## config.mk

```make
export PLATFORM = sky130hd
export DESIGN_NAME = seq_hist
export DESIGN_NICKNAME = d
export VERILOG_FILES = /design/src/rtl/seq_hist.sv
export SDC_FILE = /design/constraint.sdc
export NUM_CORES = 1
export LEC_CHECK = 0
export BUFFER_PORTS_ARGS = -buffer_cell sky130_fd_sc_hd__buf_2
export CAP_MARGIN = 20
export CORE_AREA = 3 3 103 105
export CTS_CLUSTER_SIZE = 20
export DETAILED_ROUTE_END_ITERATION = 16
export DIE_AREA = 0 0 106 108
export PLACE_DENSITY = 0.85
export SLEW_MARGIN = 0
export SYNTH_ARGS = -nofsm -noshare
export SYNTH_HDL_FRONTEND = slang
export SYNTH_SLANG_ARGS = --single-unit
export TNS_END_PERCENT = 100
```

## constraint.sdc

```tcl
create_clock -name clk -period 5.9 [get_ports clk]
set_input_delay 0.885 -clock clk [delete_from_list [all_inputs] [get_ports clk]]
set_output_delay 0.885 -clock clk [all_outputs]
set_load 0.02 [all_outputs]
```

## src/rtl/seq_hist.sv

```systemverilog
// Three-deep history of the sequence; exp is the next value the recurrence predicts.
module seq_hist #(
  parameter int W = 32
) (
  input  logic         clk,
  input  logic         reset,
  input  logic         clr,
  input  logic         shift_en,
  input  logic [W-1:0] shift_data,
  output logic [W-1:0] h0,
  output logic [W-1:0] h1,
  output logic [W-1:0] h2,
  output logic [W-1:0] exp
);

  logic [W-1:0] h0_r;
  logic [W-1:0] h1_r;
  logic [W-1:0] h2_r;

  // shift register, h0 oldest
  always_ff @(posedge clk or posedge reset) begin
    if (reset) begin
      h0_r <= {W{1'b0}};
      h1_r <= {W{1'b0}};
      h2_r <= {W{1'b0}};
    end else if (clr) begin
      h0_r <= {W{1'b0}};
      h1_r <= {W{1'b0}};
      h2_r <= {W{1'b0}};
    end else if (shift_en) begin
      h0_r <= h1_r;
      h1_r <= h2_r;
      h2_r <= shift_data;
    end
  end

  assign h0  = h0_r;
  assign h1  = h1_r;
  assign h2  = h2_r;
  assign exp = h0_r + h1_r;

endmodule

```

==> impl_metrics.py <==
metrics = {
    "floorplanning": {
        "core_um2": 9729,
        "die_area_um2": 11450,
        "io_pins": 164,
        "initial_core_util_pct": 56.38,
        "fp.dieW_um": 106,
        "rows": 36,
        "die_h_um": 108,
    },
    "setup_path": {
        "slowest_stage": "fa_1",
        "cp-start-kind": "flip-flop",
        "r2r_end": "h0[23]",
        "endpoint_kind": "output port",
        "required_ns": 5.02,
        "r2r_cells": 2,
        "reg2reg_slack_ns": 5.07,
        "critPathBufInv": 1,
        "cp_max_fo": 4,
        "arrival_ns": 3.39,
        "crit_path_max_incr_delay_ns": 0.42,
        "r2r_start": "h1[23]",
        "crit_type": "reg -> out",
        "critPathLaunch": "h0[0]",
        "crit_family": "compound AO/OA/AOI/OAI gates",
        "worstPathCellList": "ha_1 -> fa_1 -> a21o_1 -> a221oi_2 -> o211ai_2 -> a311oi_2 -> nor4_1 -> or3_1 -> xor2_1 -> buf_2",
    },
    "drt": {
        "avgRoutedWirePerCell_um": 16.38,
        "detail-route-antenna-nets": 0,
        "firstDrtPassIters": 4,
        "drt_iter0_drc": 166,
        "viasPerCell": 5.608,
        "vias": 4632,
        "totalWireLength_mm": 13.53,
        "route.detailed.drc": 0,
    },
    "power": {
        "power.total_w": 0.001355,
        "peakVddDrop_uv": 140.7,
        "leakage_nw": 3.851,
        "pwr_density_cell_nw_per_um2": 206.4,
    },
    "cells_and_area": {
        "antenna_cells": 0,
        "drive_above_1_share_pct": 27.13,
        "finalNetCount": 756,
        "final_common_cell": "buf_2",
        "area_growth_syn_to_layout_pct": 19.66,
        "layout_common_cells": "161 x buf_2, 114 x nor2_1, 96 x mux2i_1, 96 x dfrtp_1, 31 x ha_1",
        "nFillCells": 770,
    },
    "clock_tree": {
        "cts-root-buf": "clkbuf_8",
        "clock_sinks": 96,
        "ctsResizeCount": 0,
        "postCtsSetupBuffers": 0,
        "ctsHtreeMaxLevel": 3,
        "cts_buffers": 9,
        "cts_tree": "yes",
        "clockBufferDepth": 2,
        "clk_pin_slew_ns": 0.09,
        "cts_hold_buf": 0,
        "clk_latency_ns": 0.36,
    },
    "global_routing": {
        "globalRouteTotalUtil_pct": 23.90,
        "grt_first_pass_wirelength_mm": 22.18,
        "grt_antenna_before_repair": 0,
        "grt_pass1_vias": 4603,
        "grt_max_degree": 97,
        "gr-total-overflow": 0,
    },
    "place": {
        "dp_hpwl_mm": 10.00,
        "gp_congestion": 0.8899,
        "io_buffers": 163,
    },
    "logic_synthesis": {
        "synth_compound_area_share_pct": 11.18,
        "synth-edff-count": 0,
        "synth_xor_area_share_pct": 4.790,
        "synthAdderAreaFrac_pct": 7.436,
        "ys_types": 53,
        "yosys_warnings": 0,
        "synthMuxAreaShare_pct": 17.52,
        "synth_cells": 543,
        "synthSimpleGateAreaFrac_pct": 12.48,
        "syn_avg_cell_area_um2": 10.10,
        "synth-main-ff-cell": "dfrtp_1",
        "syn_nets": 611,
        "synth_top_family_by_area": "multiplexers",
        "ys_async_sr_fraction_pct": 100.0,
        "ys_seq_area_share_pct": 43.80,
        "synth-seq-cells": 96,
        "synthesis.area_um2": 5485,
    },
    "min_path": {
        "hold_end": "h1[27]",
        "hold_depth": 2,
        "hold_class": "reg -> reg",
        "worst_hold_startpoint": "h2[27]",
    },
    "status": {
        "run_status": "finished, final reports clean",
    },
    "sta": {
        "clock.fmax_mhz": 233.7,
        "post-route-period-util_pct": 72.51,
        "finalSetupViolations": 0,
        "rsz0062_at_grt": "no",
        "hold_viol": 0,
        "final-max-slew-violation-count": 0,
        "finClkSkew_ns": 0.008895,
        "finalCriticalPeriod_ns": 4.278,
        "worst_pin_slew_ns": 0.9668,
        "tns_ns": 0,
        "max-slew-margin-rel_pct": 35.55,
    },
    "job": {
        "cap_violations": 0,
    },
}
cells in the mapped netlist, drive strengths merged, types with 2 or more instances:
library cell  instances  area share (%)
xor2                 13             2.1
and4                  2            0.32
ha                   31             7.1
and2                  2            0.23
a21o                 12             1.6
a31o                  3            0.48
a31oi                 3            0.34
inv                   8            0.55
nor3                  4            0.36
nor2b                 3            0.34
nand3                 5            0.46
dfrtp                96              44
mux2i                96              18
buf                  11            0.89
o21ai                13             1.2
clkbuf               20             1.4
a211oi                2            0.27
a311oi                3            0.59
nand4                 8            0.91
a21oi                26             2.4
a32oi                 2            0.32
o21a                  3            0.41
nor2                114             7.8
o31ai                 2            0.27
xnor2                17             2.7
and3                  5            0.59
o21bai                3            0.41
o211ai                2            0.36
nand2                16             1.1
how the worst max path moves through the flow:
stage | endpoint | cells past startpoint
floorplan | exp[30] | 9
global placement | exp[30] | 10
detailed placement | exp[30] | 10
CTS | exp[30] | 10
global route | exp[30] | 10
finish | exp[30] | 10
worst reg2reg max path, stage by stage, from the launching register on:
cell and delay, ns:
dfrtp_1 0.43, mux2i_1 0.20, nor2_1 0.07
power breakdown:
group	internal (W)	leakage, nW	total (W)	switching [W]
Combinational	0.0000773	2.44	0.000216	0.000138
Clock	0.000207	0.0993	0.000437	0.000230
Sequential	0.000680	1.31	0.000702	0.0000212
cells by family (layout without fill, tap and decap cells):
| logic type | count (synthesis) | after routing |
|---|---|---|
| simple gates | 162 | 162 |
| buf+inv | 39 | 189 |
| xor+xnor | 30 | 30 |
| flops | 96 | 96 |
| mux | 96 | 96 |
| compound gates | 88 | 88 |
| fa+ha+maj | 32 | 32 |
final cells by class:
type                    instances  area (um^2)  area share [%]
multi-input cells             408         2929           44.62
flip-flops and latches         96         2402           36.60
repair buffers                165        835.8           12.73
well taps                     133        166.4           2.535
clock buffers                  11        141.4           2.154
clock inverters                 5        56.30          0.8578
inverters                       8        32.53          0.4956
metrics by stage:
step                hold slack [ns]  util (%)  area, um^2  instances  worst slack [ns]
finish                       0.5527     67.46        6564        826             1.622
global route                 0.5902     67.46        6564        826             1.393
CTS                          0.5573     67.46        6564        826             1.606
detailed placement           0.5359     65.43        6366        810             2.016
global placement             0.5184     65.43        6366        810             2.082
floorplan                    0.6483         -        5485        543             2.199
flip-flops by register name, summed over array words and instances, names as in the netlist:
register and count:
h0 32, h1 32, h2 32
routing by layer:
metal	track usage [%]	vias up	part of all wire [%]
li1	-	2213	-
met1	30.93	2235	42
met2	40.07	158	50
met3	5.134	26	5.7
met4	8.511	0	2.3
met5	0	-	0
Power figures use the tool's default switching activity.
